===== src/rtl/mem_lsu.sv =====
`timescale 1ns/1ps
// mem_lsu: load/store unit between the MEM stage and the AXI data master.
// Aligns byte addresses to 8-byte bus words, builds byte strobes and lane-shifted
// store data, and returns shifted, sign/zero-extended load data or a misalign error.
module mem_lsu #(
    parameter int unsigned DATA_WIDTH = 64,
    parameter int unsigned ADDR_WIDTH = 64
) (
    input  logic                  clk,
    input  logic                  rst,

    input  logic                  lsu_req_valid,
    output logic                  lsu_req_ready,
    input  logic                  lsu_req_we,
    input  logic [2:0]            lsu_req_funct3,
    input  logic [ADDR_WIDTH-1:0] lsu_req_addr,
    input  logic [DATA_WIDTH-1:0] lsu_req_wdata,

    output logic                  lsu_resp_valid,
    output logic [DATA_WIDTH-1:0] lsu_resp_rdata,
    output logic                  lsu_resp_err,

    output logic [63:0]           data_addr,
    output logic                  data_rd_addr_valid,
    input  logic [DATA_WIDTH-1:0] data_rd,
    input  logic                  data_rd_valid,
    output logic                  data_wr_valid,
    output logic [7:0]            data_wmask,
    output logic [DATA_WIDTH-1:0] data_wr,
    input  logic                  data_wr_ready
);

    localparam int unsigned STRB_W = DATA_WIDTH / 8;
    localparam int unsigned OFF_W  = 3;

    typedef enum logic [1:0] {
        ST_IDLE    = 2'd0,
        ST_RD_WAIT = 2'd1,
        ST_WR_WAIT = 2'd2,
        ST_RESP    = 2'd3
    } state_e;

    // Misalignment: natural alignment required for H, W and D accesses.
    function automatic logic is_misaligned(input logic [1:0] size, input logic [OFF_W-1:0] off);
        logic mis;
        mis = 1'b0;
        case (size)
            2'd1:    mis = off[0];
            2'd2:    mis = (off[1:0] != 2'b00);
            2'd3:    mis = (off != 3'b000);
            default: mis = 1'b0;
        endcase
        return mis;
    endfunction

    // Byte strobes for the access size, placed at the byte offset in the word.
    function automatic logic [STRB_W-1:0] lane_mask(input logic [1:0] size, input logic [OFF_W-1:0] off);
        logic [STRB_W-1:0] base;
        case (size)
            2'd0:    base = 8'h01;
            2'd1:    base = 8'h03;
            2'd2:    base = 8'h0F;
            default: base = 8'hFF;
        endcase
        return STRB_W'(base << off);
    endfunction

    // Shift the bus beat down to the addressed byte and extend to 64 bits.
    function automatic logic [DATA_WIDTH-1:0] extract(input logic [DATA_WIDTH-1:0] beat,
                                                      input logic [2:0]            f3,
                                                      input logic [OFF_W-1:0]      off);
        logic [DATA_WIDTH-1:0] sh;
        logic                  sx;
        logic [DATA_WIDTH-1:0] res;
        sh = beat >> {off, 3'b000};
        case (f3[1:0])
            2'd0: begin
                sx  = sh[7] & ~f3[2];
                res = {{56{sx}}, sh[7:0]};
            end
            2'd1: begin
                sx  = sh[15] & ~f3[2];
                res = {{48{sx}}, sh[15:0]};
            end
            2'd2: begin
                sx  = sh[31] & ~f3[2];
                res = {{32{sx}}, sh[31:0]};
            end
            default: begin
                sx  = 1'b0;
                res = sh;
            end
        endcase
        return res;
    endfunction

    state_e                state_q, state_d;
    logic [ADDR_WIDTH-1:0] addr_q, addr_d;
    logic [2:0]            funct3_q, funct3_d;
    logic [DATA_WIDTH-1:0] wdata_q, wdata_d;
    logic                  err_q, err_d;

    logic                  req_ready_q, req_ready_d;
    logic                  resp_valid_q, resp_valid_d;
    logic [DATA_WIDTH-1:0] resp_rdata_q, resp_rdata_d;
    logic                  resp_err_q, resp_err_d;
    logic [63:0]           bus_addr_q, bus_addr_d;
    logic                  rd_addr_valid_q, rd_addr_valid_d;
    logic                  wr_valid_q, wr_valid_d;
    logic [STRB_W-1:0]     wmask_q, wmask_d;
    logic [DATA_WIDTH-1:0] wr_data_q, wr_data_d;
    logic [DATA_WIDTH-1:0] ld_data_c;

    // Next-state, request latch and registered-output decode of the next state.
    always_comb begin
        state_d   = state_q;
        addr_d    = addr_q;
        funct3_d  = funct3_q;
        wdata_d   = wdata_q;
        err_d     = err_q;
        ld_data_c = '0;

        case (state_q)
            ST_IDLE: begin
                if (lsu_req_valid) begin
                    addr_d   = lsu_req_addr;
                    funct3_d = lsu_req_funct3;
                    wdata_d  = lsu_req_wdata;
                    err_d    = is_misaligned(lsu_req_funct3[1:0], lsu_req_addr[OFF_W-1:0]);
                    if (err_d) begin
                        state_d = ST_RESP;
                    end else if (lsu_req_we) begin
                        state_d = ST_WR_WAIT;
                    end else begin
                        state_d = ST_RD_WAIT;
                    end
                end
            end
            ST_RD_WAIT: begin
                if (data_rd_valid) begin
                    ld_data_c = extract(data_rd, funct3_q, addr_q[OFF_W-1:0]);
                    state_d   = ST_RESP;
                end
            end
            ST_WR_WAIT: begin
                if (data_wr_ready) begin
                    state_d = ST_RESP;
                end
            end
            ST_RESP: begin
                err_d   = 1'b0;
                state_d = ST_IDLE;
            end
            default: begin
                state_d = ST_IDLE;
            end
        endcase

        // Outputs are flopped copies of what the next state implies.
        req_ready_d     = (state_d == ST_IDLE);
        rd_addr_valid_d = (state_d == ST_RD_WAIT);
        wr_valid_d      = (state_d == ST_WR_WAIT);
        bus_addr_d      = '0;
        wmask_d         = '0;
        wr_data_d       = '0;
        if (state_d == ST_RD_WAIT || state_d == ST_WR_WAIT) begin
            bus_addr_d = 64'({addr_d[ADDR_WIDTH-1:OFF_W], 3'b000});
        end
        if (state_d == ST_WR_WAIT) begin
            wmask_d   = lane_mask(funct3_d[1:0], addr_d[OFF_W-1:0]);
            wr_data_d = wdata_d << {addr_d[OFF_W-1:0], 3'b000};
        end
        resp_valid_d = (state_d == ST_RESP);
        resp_err_d   = (state_d == ST_RESP) && err_d;
        resp_rdata_d = ((state_d == ST_RESP) && !err_d) ? ld_data_c : '0;
    end

    // State, request latch and output registers; reset abandons any op in flight.
    always_ff @(posedge clk or negedge rst) begin
        if (!rst) begin
            state_q         <= ST_IDLE;
            addr_q          <= '0;
            funct3_q        <= '0;
            wdata_q         <= '0;
            err_q           <= 1'b0;
            req_ready_q     <= 1'b1;
            resp_valid_q    <= 1'b0;
            resp_rdata_q    <= '0;
            resp_err_q      <= 1'b0;
            bus_addr_q      <= '0;
            rd_addr_valid_q <= 1'b0;
            wr_valid_q      <= 1'b0;
            wmask_q         <= '0;
            wr_data_q       <= '0;
        end else begin
            state_q         <= state_d;
            addr_q          <= addr_d;
            funct3_q        <= funct3_d;
            wdata_q         <= wdata_d;
            err_q           <= err_d;
            req_ready_q     <= req_ready_d;
            resp_valid_q    <= resp_valid_d;
            resp_rdata_q    <= resp_rdata_d;
            resp_err_q      <= resp_err_d;
            bus_addr_q      <= bus_addr_d;
            rd_addr_valid_q <= rd_addr_valid_d;
            wr_valid_q      <= wr_valid_d;
            wmask_q         <= wmask_d;
            wr_data_q       <= wr_data_d;
        end
    end

    assign lsu_req_ready      = req_ready_q;
    assign lsu_resp_valid     = resp_valid_q;
    assign lsu_resp_rdata     = resp_rdata_q;
    assign lsu_resp_err       = resp_err_q;
    assign data_addr          = bus_addr_q;
    assign data_rd_addr_valid = rd_addr_valid_q;
    assign data_wr_valid      = wr_valid_q;
    assign data_wmask         = wmask_q;
    assign data_wr            = wr_data_q;

endmodule


===== config.mk =====
export PLATFORM = sky130hd
export DESIGN_NAME = mem_lsu
export DESIGN_NICKNAME = d
export VERILOG_FILES = /design/src/rtl/mem_lsu.sv
export SDC_FILE = /design/constraint.sdc
export NUM_CORES = 1
export LEC_CHECK = 0
export CAP_MARGIN = 20
export CORE_AREA = 5 5 198 200
export CTS_BUF_LIST = sky130_fd_sc_hd__clkbuf_4
export CTS_CLUSTER_DIAMETER = 40
export DETAILED_ROUTE_END_ITERATION = 12
export DIE_AREA = 0 0 203 205
export PLACE_DENSITY_LB_ADDON = 0.25
export RECOVER_POWER = 25
export SLEW_MARGIN = 30
export SYNTH_ARGS = -nofsm -noshare
export SYNTH_HDL_FRONTEND = slang
export SYNTH_SLANG_ARGS = --single-unit
export TNS_END_PERCENT = 50

===== constraint.sdc =====
create_clock -name clk -period 2.45 [get_ports clk]
set_clock_uncertainty 0.05 [all_clocks]
set_input_delay 0.245 -clock clk [delete_from_list [all_inputs] [get_ports clk]]
set_output_delay 0.245 -clock clk [all_outputs]
set_load 0.02 [all_outputs]

# Word level (Yosys, flattened, before mapping)
# Cells that the tools add are included.
# op_classes
eq_ne,13
shift,3
mux,26
bitwise,4
n_reduce_logical,11
# op_table
operator,n
64-bit 2-to-1 mux,9
64-bit case mux with 3 select lines,1
64-bit by 6-bit left shift with 64-bit output,1
64-bit by 6-bit right shift with 64-bit output,1
8-bit case mux with 3 select lines,1
"2-bit equality test, second input constant",8
8-bit 2-to-1 mux,2
2-bit 2-to-1 mux,7
"2-bit by 1-bit equality test with 1-bit output, second input constant",5
2-bit logical NOT,4
2-bit case mux with 4 select lines,1
8-bit by 3-bit left shift with 8-bit output,1
1-bit bitwise AND,3
1-bit 2-to-1 mux,3
1-bit case mux with 3 select lines,1
3-bit nonzero test,1
1-bit logical AND,2
1-bit case mux with 2 select lines,1
2-bit AND reduction,1
2-bit nonzero test,1
1-bit logical NOT,1
1-bit logical OR,1
1-bit inverter,1
# totals
reg_bits,339
inputBits,201
output_inout_bits,205
wordCells,72

# Logic depth before layout (Yosys ltp)
# Gate-level depths: netlist of the first run.
# logic_depth
depth_word,11
mapped_depth,12
ltp_nobuf,9

# Worst setup path before layout of the first run
# OpenSTA, ideal clock, no wires.
# synth_path
path_type,register to register
startpoint,register state_q[0]
endpoint,register wr_data_q[56] (netlist: data_wr[56])
setup_time_ns,0.084
arrival_time_ns,2.299
required_ns,2.316
path_slack_ns,0.017
path_stages_with_launch,9
path_buffers,2
synth_period_minus_slack_ns,2.433
cell_sequence,dfrtp_1 -> inv_1 -> ha_1 -> and2_4 -> buf_6 -> mux2i_4 -> buf_2 -> mux4_2 -> o22ai_1
# synth_via
elab_chain_len,4
word_cells_on_any_way,13
cone_classes,eq/ne: 4; shift: 1; mux: 7; reduce/logical: 1
# synth_lines
element,line_no,text
from (decl),97,"state_e state_q, state_d;"
from (signal assigned),196,state_q <= state_d;
"2-bit logical NOT, or another cell as far along",123,case (state_q)
64-bit 2-to-1 mux / 2-bit case mux with 4 select lines (equally long branches),123,
64-bit by 6-bit left shift with 64-bit output / 2-bit equality test (equally long branches),"171, 169",
64-bit 2-to-1 mux *,169,if (state_d == ST_WR_WAIT) begin
named net wr_data_d[56],111,"logic [DATA_WIDTH-1:0] wr_data_q, wr_data_d;"
to (signal assigned),209,wr_data_q <= wr_data_d;
to (decl),111,
# The timed path passes the listed nets; every way through them passes the cells marked *.
# A chain may end at the register's enable or synchronous reset.

# Final worst setup path of the first run
# layout_path
startpoint,register state_q[0]
endpoint,register wr_data_q[60] (netlist: data_wr[60])
# The elaborated chain is that of the path after synthesis.

==> flow_metrics.py, run 1 <==
metrics = {
    "pwr": {
        "cellPowerDensity_nw_per_um2": 1240,
        "combPwrFrac": 0.556,
        "power_frac_seq": 0.284,
        "power_mw": 29.4,
        "p_sw_frac": 0.423,
        "p_switching_mw": 12.4,
        "power_frac_clock": 0.160,
        "p_int_mw": 17.0,
        "power_leakage_nw": 11.2,
        "vdd_ir_drop_max_uv": 924,
    },
    "yosys": {
        "yosys.cell_types.count": 54,
        "synth_ff_type": "dfrtp_1",
        "syn_inst": 1606,
        "yosysWarnings": 0,
        "syn_area_per_cell_um2": 10.3,
        "syn_area_um2": 16500,
        "synth_seq_cells": 336,
        "async_flop_share": 1.00,
        "yosysSeqAreaShare": 0.510,
        "synth_edf_count": 0,
    },
    "route": {
        "drt-total-wl_mm": 57.7,
        "drtAntennaViolNets": 0,
        "route.detailed.drc": 0,
        "vias_per_cell": 5.37,
        "dr.pass1.iters": 6,
        "wl_per_cell_um": 21.2,
        "first_iter_violations": 1024,
        "vias": 14600,
    },
    "global_route": {
        "antenna_found_initial": 3,
        "overflow": 0,
        "grt_pass1_vias": 15300,
        "grt_pass1_wl_mm": 88.1,
        "grt_max_degree": 68,
        "track_usage": 0.274,
    },
    "critical_path": {
        "cp.required_ns": 3.05,
        "critical_path.max_stage_delay_ns": 0.56,
        "critPathKind": "reg -> reg",
        "cp-end-kind": "register",
        "crit_chain": "inv_1 -> ha_1 -> and2_4 -> mux2i_4 -> buf_12 -> mux4_2 -> o22ai_1",
        "slowest_stage": "mux4_2",
        "cp-start-kind": "register",
        "crit_arrival_ns": 2.96,
        "worst-path-max-fanout": 21,
    },
    "clock_network": {
        "path_clk_slew_ns": 0.06,
        "clockRootBuffer": "clkbuf_4",
        "clkLatencyLatePin_ns": 0.78,
        "cts.sinks": 336,
        "cts_setup_buffers": 0,
        "cts_buffer_depth": 3,
        "cts_made_buffers": 92,
        "cts_tree": "yes",
        "htree_levels": 3,
    },
    "outcome": {
        "outcome": "completed",
    },
    "layout": {
        "syn_to_final_growth_pct": 44.1,
        "drive_gt1_frac": 0.163,
        "fin_nets": 2409,
        "fillers": 2946,
        "postLayoutCoreUtil": 0.638,
    },
    "sta": {
        "setup_violations": 0,
        "drv_slew": 0,
        "tightestPinTransition_ns": 1.32,
        "min_period_over_period": 0.962,
        "hold_viol": 0,
        "slew_headroom": 0.122,
        "rsz0062_at_grt": "false",
        "layout_min_cycle_time_ns": 2.36,
        "fmax_ghz": 0.424,
    },
    "placed_design": {
        "numPortBuffers": 402,
        "dp_hpwl_mm": 41.8,
        "gp_congestion": 0.926,
    },
    "min_path": {
        "hold_path_class": "in -> reg",
    },
    "floorplan": {
        "core.rowCount": 71,
        "initial_core_util": 0.443,
        "die_w_um": 203,
        "die-height_um": 205,
        "fp.dieArea_um2": 41600,
        "core_um2": 37200,
        "ios": 406,
    },
    "run": {
        "drv_cap": 0,
    },
}
-- sequential cells by signal (all words and copies together), names as in the netlist --
register and flops:
wdata_q 64, err_q 1, addr_q 64, data_wmask 8, data_rd_addr_valid 1, lsu_resp_rdata 64
data_wr 64, state_q 2, data_addr 61, funct3_q 3, data_wr_valid 1, lsu_req_ready 1
lsu_resp_err 1, lsu_resp_valid 1
-- critical path, delay by kind of cell, from the launching register on --
kind	cells	cell delay, ns
AND/OR/NAND/NOR	1	0.18
multiplexers	2	0.90
adder cells (fa/ha/maj)	1	0.18
AO/OA/AOI/OAI	1	0.20
buffers and inverters	2	0.34
flip-flops	1	0.41
-- power by group through the flow --
stage	Combinational, mW	Clock (mW)	Sequential, mW
floorplan	9.06	0	9.00
global placement	15.8	0	8.40
detailed placement	16.1	0	8.43
CTS	16.3	4.88	8.35
global route	17.6	5.15	8.52
finish	16.4	4.71	8.35
-- synthesized netlist by cell type, types with 19 or more instances --
| library cell | instances | area, um^2 |
|---|---|---|
| nor2_1 | 71 | 267 |
| a211oi_1 | 25 | 188 |
| and2_1 | 73 | 457 |
| nand2_1 | 437 | 1640 |
| a21oi_1 | 69 | 345 |
| o21ai_0 | 19 | 95.1 |
| o22ai_1 | 21 | 131 |
| dfrtp_1 | 335 | 8380 |
| inv_1 | 25 | 93.8 |
| mux2i_1 | 169 | 1690 |
| mux4_2 | 43 | 968 |
| clkbuf_1 | 57 | 214 |
| buf_2 | 33 | 165 |
| nor3_2 | 30 | 300 |
-- area by class of cell --
class                      instances  area [um^2]  area share
clock inverter                    16         93.8     0.00395
tap                              474          593      0.0250
timing repair buffer             622         6210       0.262
multi-input combinational       1122         7370       0.310
antenna                            3         7.51    0.000316
inverter                          26         97.6     0.00411
clock buffer                     128          961      0.0405
sequential                       336         8410       0.354
-- cells by family after synthesis --
family | count (synthesis) | share of synthesized area
AOI/OAI and AO/OA | 207 | 0.0815
adders and majority gates | 8 | 0.00607
buffers and inverters | 150 | 0.0446
DFF | 336 | 0.510
muxes | 223 | 0.170
other | 1 | 0.000227
and+or+nand+nor | 681 | 0.188
-- path summary, 6_finish.rpt --
kind	startpoint	cells after the start	slack (ns)	to
max reg2reg	state_q[0]$_DFF_PN0_	7	0.09	data_wr[60]$_DFF_PN0_
max in group asynchronous	rst	4	0.33	addr_q[26]$_DFF_PN0_
min	lsu_req_wdata[25]	3	0.1	wdata_q[25]$_DFF_PN0_
min reg2reg	addr_q[34]$_DFF_PN0_	2	0.41	addr_q[34]$_DFF_PN0_
max	state_q[0]$_DFF_PN0_	7	0.09	data_wr[60]$_DFF_PN0_
min in group asynchronous	rst	3	0.85	lsu_resp_rdata[49]$_DFF_PN0_
-- what timing repair did --
| item | 4_1_cts | 5_1_grt |
|---|---|---|
| hold buffers | 102 | 0 |
| gates resized for setup | 0 | 4 |
| hold endpoints to repair | 435 | 0 |
| setup endpoints to repair | 0 | 3 |
-- through the flow --
stage / setup TNS (ns) / hold slack, ns / instance area (um^2) / std cells / setup slack [ns]
floorplan: 0 / -0.101 / 16500 / 1608 / 0.0167
global placement: -35.69 / 0.233 / 21700 / 2478 / -0.295
detailed placement: -35.13 / 0.239 / 21700 / 2478 / -0.316
CTS: 0 / 0.00654 / 23800 / 2724 / 0.110
global route: 0 / 0.0386 / 23800 / 2727 / 0.000882
finish: 0 / 0.0988 / 23800 / 2727 / 0.0924
-- cells in the final DEF (no fill, tap or decap), types with 30 or more instances in the layout --
cell type	instances
mux4_2	43
nand2_1	437
mux2i_1	168
a21oi_1	69
and2_1	73
dfrtp_1	333
clkbuf_4	128
dlygate4sd3_1	101
nor2_1	71
clkdlybuf4s50_1	400
nor3_2	30
buf_4	92
-- layer usage --
metal / vias up / share of wire / GRT usage / wire length, um
met5: - / 0 / 0 / 0
met4: 0 / 0.051 / 0.143 / 2920
met3: 148 / 0.079 / 0.0712 / 4560
met2: 694 / 0.49 / 0.454 / 28200
met1: 7132 / 0.38 / 0.331 / 22000
li1: 6658 / - / - / -
Power figures use the tool's default switching activity.
==> run 2, diff against run 1 <==
CAP_MARGIN = 10   (was 20)
SLEW_MARGIN = default   (was 30)
==> results of run 2 <==
Final layout, timing and power as in run 1 (identical DEF).
==> run 3, diff against run 2 <==
CTS_CLUSTER_SIZE = 10   (was default)
PLACE_DENSITY = 0.85   (was default)
PLACE_DENSITY_LB_ADDON = default   (was 0.25)
==> flow_metrics.py, run 3 (synthesis gave the netlist of run 1 again) <==
metrics = {
    "layout": {
        "fin_area_um2": 23300,
        "final_cell_mix": "437 x nand2_1, 400 x clkdlybuf4s50_1, 333 x dfrtp_1",
        "syn_to_final_growth_pct": 41.2,
        "fin_nets": 2349,
        "final_common_cell": "nand2_1",
        "drive_gt1_frac": 0.135,
        "fillers": 2791,
    },
    "placed_design": {
        "gp_congestion": 0.916,
        "numPortBuffers": 402,
        "place_area_um2": 21600,
        "dp_hpwl_mm": 43.5,
        "place_ws_ns": -0.326,
    },
    "floorplan": {
        "core.rowCount": 71,
        "ios": 406,
        "core_um2": 37200,
        "fp.dieArea_um2": 41600,
        "die-height_um": 205,
        "initial_core_util": 0.443,
        "die_w_um": 203,
    },
    "sta": {
        "final.setup.tns_ns": 0,
        "drv_slew": 0,
        "fmax_ghz": 0.421,
        "slew_headroom": 0.282,
        "fin_ws_ns": 0.0725,
        "hold_viol": 0,
        "layout_min_cycle_time_ns": 2.38,
        "setup_violations": 0,
        "min_period_over_period": 0.970,
        "tightestPinTransition_ns": 1.08,
    },
    "clock_network": {
        "htree_levels": 2,
        "cts_buffer_depth": 3,
        "clkLatencyLatePin_ns": 0.82,
        "clockRootBuffer": "clkbuf_4",
        "cts_tree": "yes",
        "cts_made_buffers": 49,
        "path_clk_slew_ns": 0.10,
        "cts.sinks": 336,
    },
    "critical_path": {
        "cp-startpoint": "state_q[1]$_DFF_PN0_",
        "worst-path-max-fanout": 15,
        "reg2reg_depth": 7,
        "r2r_end": "data_wr[62]$_DFF_PN0_",
        "cp-start-kind": "register",
        "crit_arrival_ns": 3.02,
        "rr_startpoint": "state_q[1]$_DFF_PN0_",
        "cp.required_ns": 3.09,
        "reg2reg_slack_ns": 0.07,
        "cp-end-kind": "register",
        "critPathKind": "reg -> reg",
        "worstSetupEndpoint": "data_wr[62]$_DFF_PN0_",
    },
    "route": {
        "drt-total-wl_mm": 62.4,
        "wl_per_cell_um": 23.6,
        "vias": 14900,
        "route.detailed.drc": 0,
        "vias_per_cell": 5.64,
        "first_iter_violations": 1272,
        "dr.pass1.iters": 5,
        "drtAntennaViolNets": 0,
    },
    "min_path": {
        "hold_path_class": "in -> reg",
    },
    "pwr": {
        "p_switching_mw": 12.7,
        "combPwrFrac": 0.572,
        "vdd_ir_drop_max_uv": 1080,
        "power_leakage_nw": 10.9,
        "power_frac_clock": 0.137,
        "cellPowerDensity_nw_per_um2": 1250,
        "p_int_mw": 16.3,
        "p_sw_frac": 0.439,
        "power_frac_seq": 0.291,
    },
    "global_route": {
        "antenna_found_initial": 3,
        "overflow": 0,
        "grt_pass1_wl_mm": 93.8,
        "grt_pass1_vias": 15800,
        "track_usage": 0.294,
        "grt_max_degree": 65,
    },
    "outcome": {
        "outcome": "completed",
    },
    "run": {
        "drv_cap": 0,
    },
}
run 3: changes by cell type in the layout (fill, tap and decap cells not counted), sizes merged:
cell         previous run  this run
inv                    30        29
dlygate4sd3           101        96
bufinv                  0         6
clkinv                 10        17
diode                   3         2
buf                   118        99
clkbuf                131        65
run 3: cell type report:
type	count	area, um^2	share of cell area
diodes	2	5.00	0.000215
clock buffers	55	413	0.0177
clock inverters	28	319	0.0137
inverters	26	97.6	0.00419
multi-input cells	1122	7370	0.317
flip-flops and latches	336	8410	0.361
well taps	474	593	0.0255
repair buffers	605	6070	0.261
run 3: worst max-delay path, stage by stage (launching register included):
cell and delay [ns]:
dfrtp_1 0.43, inv_1 0.11, ha_1 0.18, and2_4 0.18, mux2i_4 0.33, buf_12 0.21, mux4_2 0.57, o22ai_1 0.20
run 3: stage by stage:
stage	hold slack, ns	utilization	instances	total power [mW]
final	0.0705	0.626	2648	29.0
after global placement	0.214	0.580	2464	24.0
after global routing	0.00682	0.626	2648	30.6
after floorplan	-0.101	-	1608	18.1
after detailed placement	0.217	0.580	2464	24.4
after CTS	0.000316	0.627	2644	28.6
run 3: worst min-delay path by stage:
stage,slack [ns],start,cells after the start,to
floorplan,-0.10,rst,0,addr_q[0]$_DFF_PN0_
global placement,0.21,rst,1,addr_q[21]$_DFF_PN0_
detailed placement,0.22,rst,1,addr_q[21]$_DFF_PN0_
CTS,0.0003,lsu_req_wdata[27],3,wdata_q[27]$_DFF_PN0_
global route,0.007,lsu_req_wdata[13],3,wdata_q[13]$_DFF_PN0_
finish,0.07,lsu_req_wdata[21],3,wdata_q[21]$_DFF_PN0_
run 3: metal layers:
metal,vias to the layer above,GRT usage,routed length [um]
met2,938,0.507,31000
li1,6503,-,-
met5,-,0,13
met4,2,0.151,3360
met3,196,0.0717,5830
met1,7303,0.342,22300
run 3: power groups by stage:
| stage | Combinational, mW | Clock [mW] | Sequential [mW] |
|---|---|---|---|
| floorplan | 9.06 | 0 | 9.00 |
| finish | 16.6 | 3.99 | 8.44 |
| detailed placement | 15.9 | 0 | 8.48 |
| CTS | 16.1 | 4.06 | 8.37 |
| global route | 17.7 | 4.32 | 8.60 |
| global placement | 15.6 | 0 | 8.42 |
run 3: repair_timing:
item / CTS / global route
hold buffers: 97 / 0
hold endpoints to repair: 449 / 0
resized for setup: 0 / 5
setup endpoints to repair: 0 / 16
setup buffers: 0 / 1
